## src/rtl/gpmc_if.sv

```systemverilog
// Command/response handshake and GPMC pin bundle shared by the master and
// whatever sits on the far side (SoC pads, responder model).
interface gpmc_if #(
   parameter int ADDR_WIDTH = 5,
   parameter int DATA_WIDTH = 16
);
   logic                  cmd_valid;
   logic                  cmd_ready;
   logic                  cmd_we;
   logic [ADDR_WIDTH-1:0] cmd_addr;
   logic [DATA_WIDTH-1:0] cmd_wdata;
   logic                  rsp_valid;
   logic [DATA_WIDTH-1:0] rsp_rdata;
   logic                  done;
   logic [DATA_WIDTH-1:0] gpmc_ad_out;
   logic                  gpmc_ad_oe;
   logic [DATA_WIDTH-1:0] gpmc_ad_in;
   logic                  gpmc_csn1;
   logic                  gpmc_advn;
   logic                  gpmc_wein;
   logic                  gpmc_oen;
   logic                  gpmc_clk;

   modport master (
      input  cmd_valid, cmd_we, cmd_addr, cmd_wdata, gpmc_ad_in,
      output cmd_ready, rsp_valid, rsp_rdata, done,
             gpmc_ad_out, gpmc_ad_oe, gpmc_csn1, gpmc_advn, gpmc_wein, gpmc_oen, gpmc_clk
   );

   modport slave (
      output cmd_valid, cmd_we, cmd_addr, cmd_wdata, gpmc_ad_in,
      input  cmd_ready, rsp_valid, rsp_rdata, done,
             gpmc_ad_out, gpmc_ad_oe, gpmc_csn1, gpmc_advn, gpmc_wein, gpmc_oen, gpmc_clk
   );
endinterface

```

## src/rtl/gpmc_master.sv

```systemverilog
// Single-beat multiplexed-AD GPMC master: address, access, recovery phases
// with fixed cycle counts; every bus-facing output comes straight from a flop.
module gpmc_master #(
   parameter int ADDR_WIDTH = 5,
   parameter int DATA_WIDTH = 16,
   parameter int ADV_CYC    = 2,
   parameter int ACC_CYC    = 3,
   parameter int REC_CYC    = 2
) (
   input logic    clk,
   input logic    rst_n,
   gpmc_if.master bus
);
   localparam int MAXC = (ADV_CYC > ACC_CYC) ? ((ADV_CYC > REC_CYC) ? ADV_CYC : REC_CYC)
                                             : ((ACC_CYC > REC_CYC) ? ACC_CYC : REC_CYC);
   localparam int CW   = $clog2(MAXC + 1);

   typedef enum logic [1:0] {IDLE, ADDR, ACCESS, RECOVER} state_t;
   typedef struct packed {
      logic                  we;
      logic [ADDR_WIDTH-1:0] addr;
      logic [DATA_WIDTH-1:0] wdata;
   } cmd_t;

   state_t  state, state_n;
   logic [CW-1:0] cnt, cnt_n;
   cmd_t    cmd_q, cmd_nx;
   logic    accept, acc_end;

   logic                  csn1_n, advn_n, wein_n, oen_n, oe_n, gclk_n;
   logic [DATA_WIDTH-1:0] ad_n;

   assign accept  = bus.cmd_valid && bus.cmd_ready;
   assign acc_end = (state == ACCESS) && (state_n == RECOVER);

   always_comb begin
      state_n = state;
      cnt_n   = cnt + CW'(1);
      cmd_nx  = accept ? cmd_t'{bus.cmd_we, bus.cmd_addr, bus.cmd_wdata} : cmd_q;
      case (state)
         IDLE: begin
            cnt_n = '0;
            if (accept) state_n = ADDR;
         end
         ADDR:    if (cnt == CW'(ADV_CYC - 1)) begin state_n = ACCESS;  cnt_n = '0; end
         ACCESS:  if (cnt == CW'(ACC_CYC - 1)) begin state_n = RECOVER; cnt_n = '0; end
         default: if (cnt == CW'(REC_CYC - 1)) begin state_n = IDLE;    cnt_n = '0; end
      endcase
   end

   // Pin values for the cycle we are about to enter, so they can be registered.
   always_comb begin
      csn1_n = 1'b1;
      advn_n = 1'b1;
      wein_n = 1'b1;
      oen_n  = 1'b1;
      oe_n   = 1'b0;
      ad_n   = '0;
      gclk_n = 1'b0;
      case (state_n)
         ADDR: begin
            csn1_n = 1'b0;
            advn_n = 1'b0;
            oe_n   = 1'b1;
            ad_n   = DATA_WIDTH'(cmd_nx.addr);
         end
         ACCESS: begin
            csn1_n = 1'b0;
            if (cmd_nx.we) begin
               wein_n = 1'b0;
               oe_n   = 1'b1;
               ad_n   = cmd_nx.wdata;
            end else begin
               oen_n  = 1'b0;
            end
         end
         default: ;
      endcase
      // Bus clock restarts high on the first address cycle, then toggles while selected.
      if (state_n == ADDR || state_n == ACCESS)
         gclk_n = (state == IDLE) ? 1'b1 : ~bus.gpmc_clk;
   end

   always_ff @(posedge clk) begin
      if (!rst_n) begin
         state           <= IDLE;
         cnt             <= '0;
         cmd_q           <= '0;
         bus.cmd_ready   <= 1'b0;
         bus.rsp_valid   <= 1'b0;
         bus.rsp_rdata   <= '0;
         bus.done        <= 1'b0;
         bus.gpmc_ad_out <= '0;
         bus.gpmc_ad_oe  <= 1'b0;
         bus.gpmc_csn1   <= 1'b1;
         bus.gpmc_advn   <= 1'b1;
         bus.gpmc_wein   <= 1'b1;
         bus.gpmc_oen    <= 1'b1;
         bus.gpmc_clk    <= 1'b0;
      end else begin
         state           <= state_n;
         cnt             <= cnt_n;
         cmd_q           <= cmd_nx;
         bus.cmd_ready   <= (state_n == IDLE);
         bus.done        <= acc_end;
         bus.rsp_valid   <= acc_end && !cmd_q.we;
         if (acc_end && !cmd_q.we) bus.rsp_rdata <= bus.gpmc_ad_in;
         bus.gpmc_ad_out <= ad_n;
         bus.gpmc_ad_oe  <= oe_n;
         bus.gpmc_csn1   <= csn1_n;
         bus.gpmc_advn   <= advn_n;
         bus.gpmc_wein   <= wein_n;
         bus.gpmc_oen    <= oen_n;
         bus.gpmc_clk    <= gclk_n;
      end
   end
endmodule
```

## src/flat_wrapper.sv

```systemverilog
// flat-port wrapper written by rule: the top's interface ports become plain ports
module gpmc_master_flat 
#(
   parameter int ADDR_WIDTH = 5,
   parameter int DATA_WIDTH = 16,
   parameter int ADV_CYC    = 2,
   parameter int ACC_CYC    = 3,
   parameter int REC_CYC    = 2
)
  (clk, rst_n, bus_cmd_valid, bus_cmd_we, bus_cmd_addr, bus_cmd_wdata, bus_gpmc_ad_in, bus_cmd_ready, bus_rsp_valid, bus_rsp_rdata, bus_done, bus_gpmc_ad_out, bus_gpmc_ad_oe, bus_gpmc_csn1, bus_gpmc_advn, bus_gpmc_wein, bus_gpmc_oen, bus_gpmc_clk);
  gpmc_if #(.ADDR_WIDTH(ADDR_WIDTH), .DATA_WIDTH(DATA_WIDTH)) bus_i ();
  input logic clk;
  input logic rst_n;
  input wire logic [$bits(bus_i.cmd_valid)-1:0] bus_cmd_valid;
  input wire logic [$bits(bus_i.cmd_we)-1:0] bus_cmd_we;
  input wire logic [$bits(bus_i.cmd_addr)-1:0] bus_cmd_addr;
  input wire logic [$bits(bus_i.cmd_wdata)-1:0] bus_cmd_wdata;
  input wire logic [$bits(bus_i.gpmc_ad_in)-1:0] bus_gpmc_ad_in;
  output wire logic [$bits(bus_i.cmd_ready)-1:0] bus_cmd_ready;
  output wire logic [$bits(bus_i.rsp_valid)-1:0] bus_rsp_valid;
  output wire logic [$bits(bus_i.rsp_rdata)-1:0] bus_rsp_rdata;
  output wire logic [$bits(bus_i.done)-1:0] bus_done;
  output wire logic [$bits(bus_i.gpmc_ad_out)-1:0] bus_gpmc_ad_out;
  output wire logic [$bits(bus_i.gpmc_ad_oe)-1:0] bus_gpmc_ad_oe;
  output wire logic [$bits(bus_i.gpmc_csn1)-1:0] bus_gpmc_csn1;
  output wire logic [$bits(bus_i.gpmc_advn)-1:0] bus_gpmc_advn;
  output wire logic [$bits(bus_i.gpmc_wein)-1:0] bus_gpmc_wein;
  output wire logic [$bits(bus_i.gpmc_oen)-1:0] bus_gpmc_oen;
  output wire logic [$bits(bus_i.gpmc_clk)-1:0] bus_gpmc_clk;
  assign bus_i.cmd_valid = bus_cmd_valid;
  assign bus_i.cmd_we = bus_cmd_we;
  assign bus_i.cmd_addr = bus_cmd_addr;
  assign bus_i.cmd_wdata = bus_cmd_wdata;
  assign bus_i.gpmc_ad_in = bus_gpmc_ad_in;
  assign bus_cmd_ready = bus_i.cmd_ready;
  assign bus_rsp_valid = bus_i.rsp_valid;
  assign bus_rsp_rdata = bus_i.rsp_rdata;
  assign bus_done = bus_i.done;
  assign bus_gpmc_ad_out = bus_i.gpmc_ad_out;
  assign bus_gpmc_ad_oe = bus_i.gpmc_ad_oe;
  assign bus_gpmc_csn1 = bus_i.gpmc_csn1;
  assign bus_gpmc_advn = bus_i.gpmc_advn;
  assign bus_gpmc_wein = bus_i.gpmc_wein;
  assign bus_gpmc_oen = bus_i.gpmc_oen;
  assign bus_gpmc_clk = bus_i.gpmc_clk;
  gpmc_master #(.ADDR_WIDTH(ADDR_WIDTH), .DATA_WIDTH(DATA_WIDTH), .ADV_CYC(ADV_CYC), .ACC_CYC(ACC_CYC), .REC_CYC(REC_CYC)) u_core (.clk(clk), .rst_n(rst_n), .bus(bus_i));
endmodule
```

## config.mk

```make
export PLATFORM = sky130hd
export DESIGN_NAME = gpmc_master_flat
export DESIGN_NICKNAME = d
export VERILOG_FILES = /design/src/rtl/gpmc_if.sv /design/src/rtl/gpmc_master.sv /design/src/flat_wrapper.sv
export SDC_FILE = /design/constraint.sdc
export NUM_CORES = 1
export LEC_CHECK = 0
export ABC_AREA = 1
export CORE_UTILIZATION = 35
export DETAILED_ROUTE_END_ITERATION = 10
export GPL_TIMING_DRIVEN = 0
export PLACE_DENSITY = 0.67
export SKIP_CTS_REPAIR_TIMING = 1
export SYNTH_ARGS = -nofsm -noshare
export SYNTH_HDL_FRONTEND = slang
export SYNTH_SLANG_ARGS = --single-unit
```

## constraint.sdc

```tcl
create_clock -name clk -period 1.5 [get_ports clk]
set_input_delay 0.3 -clock clk [delete_from_list [all_inputs] [get_ports clk]]
set_output_delay 0.3 -clock clk [all_outputs]
set_load 0.05 [all_outputs]
```

==> run_results.csv <==
group,metric,value,unit
sta,tns,0,ns
die,initial_core_util,0.367,
synth,yosys_warnings,0,
detailed_routing,drt-wirelength-per-cell,12.3,um
detailed_routing,final_antenna_net_count,0,
synth,syn-num-nets,336,
global_routing,grt_max_degree,12,
detailed_routing,drtIter0Drc,57,
min_path,whs_path_depth,2,
cells_and_area,multi_input_area,1020,um^2
place,hpwl,4140,um
cells_and_area,layout.nets,431,
clocking,cts_tree,"built",
sta,fin_crit,1.42,ns
sta,maxSlewViolCount,0,
critical_path,arrival,1.12,ns
critical_path,crit_path_end_kind,"output pin",
sta,fmax,0.703,GHz
critical_path,startpoint,"u_core.bus.rsp_rdata[10]",
global_routing,gr-usage-met1,0.211,
sta,slew_headroom,0.644,
synth,synth-seq-cells,67,
die,rows,30,
critical_path,crit_chain,"dlymetal6s2s_1",
global_routing,met2_usage,0.268,
sta,whs,0.461,ns
critical_path,reg2reg_to,"u_core.bus.gpmc_ad_out[10]",
synth,ys_types,25,
clocking,clk_pin_slew_worst_paths,0.07,ns
die,dieArea,7550,um^2
die,die_w,86.9,um
critical_path,ff2ff_setup_slack,0.10,ns
sta,hold_viol_final,0,
status,outcome,"complete, no violations",
min_path,min_path_type,"reg2reg",
critical_path,cpMaxStageDelayCell,"dlymetal6s2s_1",
power_and_ir_drop,leakage,0.00209,uW
sta,setup_viol,0,
global_routing,grt-ovfl-total,0,
critical_path,cp_max_fo,2,
run,max_cap_viol_count,0,
cells_and_area,final_common_cell,"dfxtp_1",
clocking,cts-root-buf,"clkbuf_8",
die,io-pin-count,82,
critical_path,path_delay_family,"buffers and inverters",
sta,finClkSkew,0.0107,ns
synth,synth-seq-area-share,0.532,
global_routing,grt_usage,0.168,
detailed_routing,drc,0,
min_path,hold_path_end,"u_core.bus.rsp_rdata[5]",
synth,synthesis.area,2520,um^2
critical_path,start_kind,"flop",
critical_path,slowest_delay,0.44,ns
place,io_buffer_count,81,
global_routing,grt_pass1_vias,2057,
detailed_routing,drt-total-wl,6060,um
synth,syn_inst,295,
die,die_h,86.9,um
global_routing,gr-usage-met3,0.0540,
global_routing,grt_busiest_layer,"met2",
cells_and_area,n_antenna_cell,0,
detailed_routing,firstDrtPassIters,4,
cells_and_area,area_growth,49.8,%
critical_path,reg2reg_depth,8,
detailed_routing,vias,2181,
sta,period_share,0.948,
clocking,clkLatencyLatePin,0.34,ns
place,gp_routability_congestion,0.808,
critical_path,path_buf_inv,1,
die,floorplan.core_area,6870,um^2
critical_path,cp.required,1.20,ns
critical_path,rr_startpoint,"u_core.state[0]",
cells_and_area,drive_above_1_share,0.134,
power_and_ir_drop,power_density,1040,nW/um^2
clocking,clockBufferDepth,2,
critical_path,critical_path_class,"reg2out",
power_and_ir_drop,ir_drop,0.000645,V
clocking,htree_levels,3,
cells_and_area,seq_area,1340,um^2
min_path,hold_start,"u_core.bus.rsp_rdata[5]",
clocking,cts_sinks,67,
detailed_routing,viasPerCell,4.44,
synth,syn_area_per_cell,8.55,um^2
clocking,cts_made_buffers,9,
cells_and_area,nFillCells,649,
global_routing,grt_pass1_wl,9520,um
global_routing,antenna_found_initial,0,
sta,worstMarginPinSlew,0.534,ns
cells_and_area,final_cell_mix,"dfxtp_1, nand2_1, dlymetal6s2s_1",
## metrics by stage
step	cell area, um^2	std cells	utilization	total power [uW]	setup slack [ns]
floorplan	2520	295	-	2290	0.126
global placement	3450	472	0.503	2510	-0.419
detailed placement	3450	472	0.503	2520	-0.435
CTS	3650	488	0.531	4000	-0.436
global route	3780	491	0.550	4130	-0.0154
finish	3780	491	0.550	3950	0.0783
## area by class of cell
| type | count | share of cell area |
|---|---|---|
| buffer | 13 | 0.0209 |
| clock buffer | 12 | 0.0384 |
| clock inverter | 4 | 0.0132 |
| inverter | 22 | 0.0242 |
| multi-input combinational | 193 | 0.270 |
| sequential | 67 | 0.356 |
| tap | 96 | 0.0318 |
| timing repair buffer | 84 | 0.246 |
## Yosys cell counts
cell	n	area [um^2]
and3_1	1	6.26
clkbuf_1	7	26.3
nor3b_1	1	7.51
inv_2	1	3.75
nand2_2	4	25.0
a2111oi_0	1	8.76
nor2_8	2	40.0
nand2_4	3	33.8
buf_6	3	33.8
nand2_8	2	40.0
or2_1	1	6.26
nand2_1	56	210
nor3b_2	10	125
inv_6	1	8.76
o21ai_0	12	60.1
buf_4	1	7.51
buf_2	2	10.0
nor2_2	1	6.26
inv_1	19	71.3
clkinv_1	1	3.75
nand3_1	29	145
nor2_1	39	146
dfxtp_1	67	1340
nor3_1	1	5.00
a21oi_1	30	150
## cells by family after synthesis
kind of cell           count (synthesis)  share of synthesized area
and+or+nand+nor                      150                      0.316
AOI/OAI and AO/OA                     43                     0.0868
buffers and inverters                 35                     0.0655
DFF                                   67                      0.532
## per-layer routing
metal | vias up | share of wire
li1 | 1138 | -
met1 | 998 | 0.45
met2 | 41 | 0.50
met3 | 4 | 0.041
met4 | 0 | 0.0061
met5 | - | 0
## report_power, final
part | switching [uW] | leakage (uW) | internal (uW) | total, uW
sequential | 36.9 | 0.000545 | 1860 | 1890
clock | 659 | 0.0000926 | 812 | 1470
combinational | 349 | 0.00145 | 235 | 584
total | 1050 | 0.00209 | 2900 | 3950
## flip-flops by register name, indices dropped and copies added (netlist names)
register                count
u_core.state                2
u_core.bus.rsp_rdata       16
u_core.bus.done             1
u_core.bus.gpmc_advn        1
u_core.bus.gpmc_csn1        1
u_core.bus.gpmc_ad_out     16
u_core.cnt                  2
u_core.bus.gpmc_ad_oe       1
u_core.bus.gpmc_oen         1
u_core.cmd_q               22
u_core.bus.gpmc_wein        1
u_core.bus.rsp_valid        1
u_core.bus.cmd_ready        1
u_core.bus.gpmc_clk         1
## how the worst max path moves through the flow
stage                     cells after the start                    endpoint
after floorplan                               8  u_core.bus.gpmc_ad_out[10]
after global placement                        9  u_core.bus.gpmc_ad_out[15]
after detailed placement                      9  u_core.bus.gpmc_ad_out[10]
after CTS                                     1               bus_cmd_ready
after global routing                          5  u_core.bus.gpmc_ad_out[10]
final                                         1           bus_rsp_rdata[10]
No activity file was read; power rests on OpenSTA's default activity.
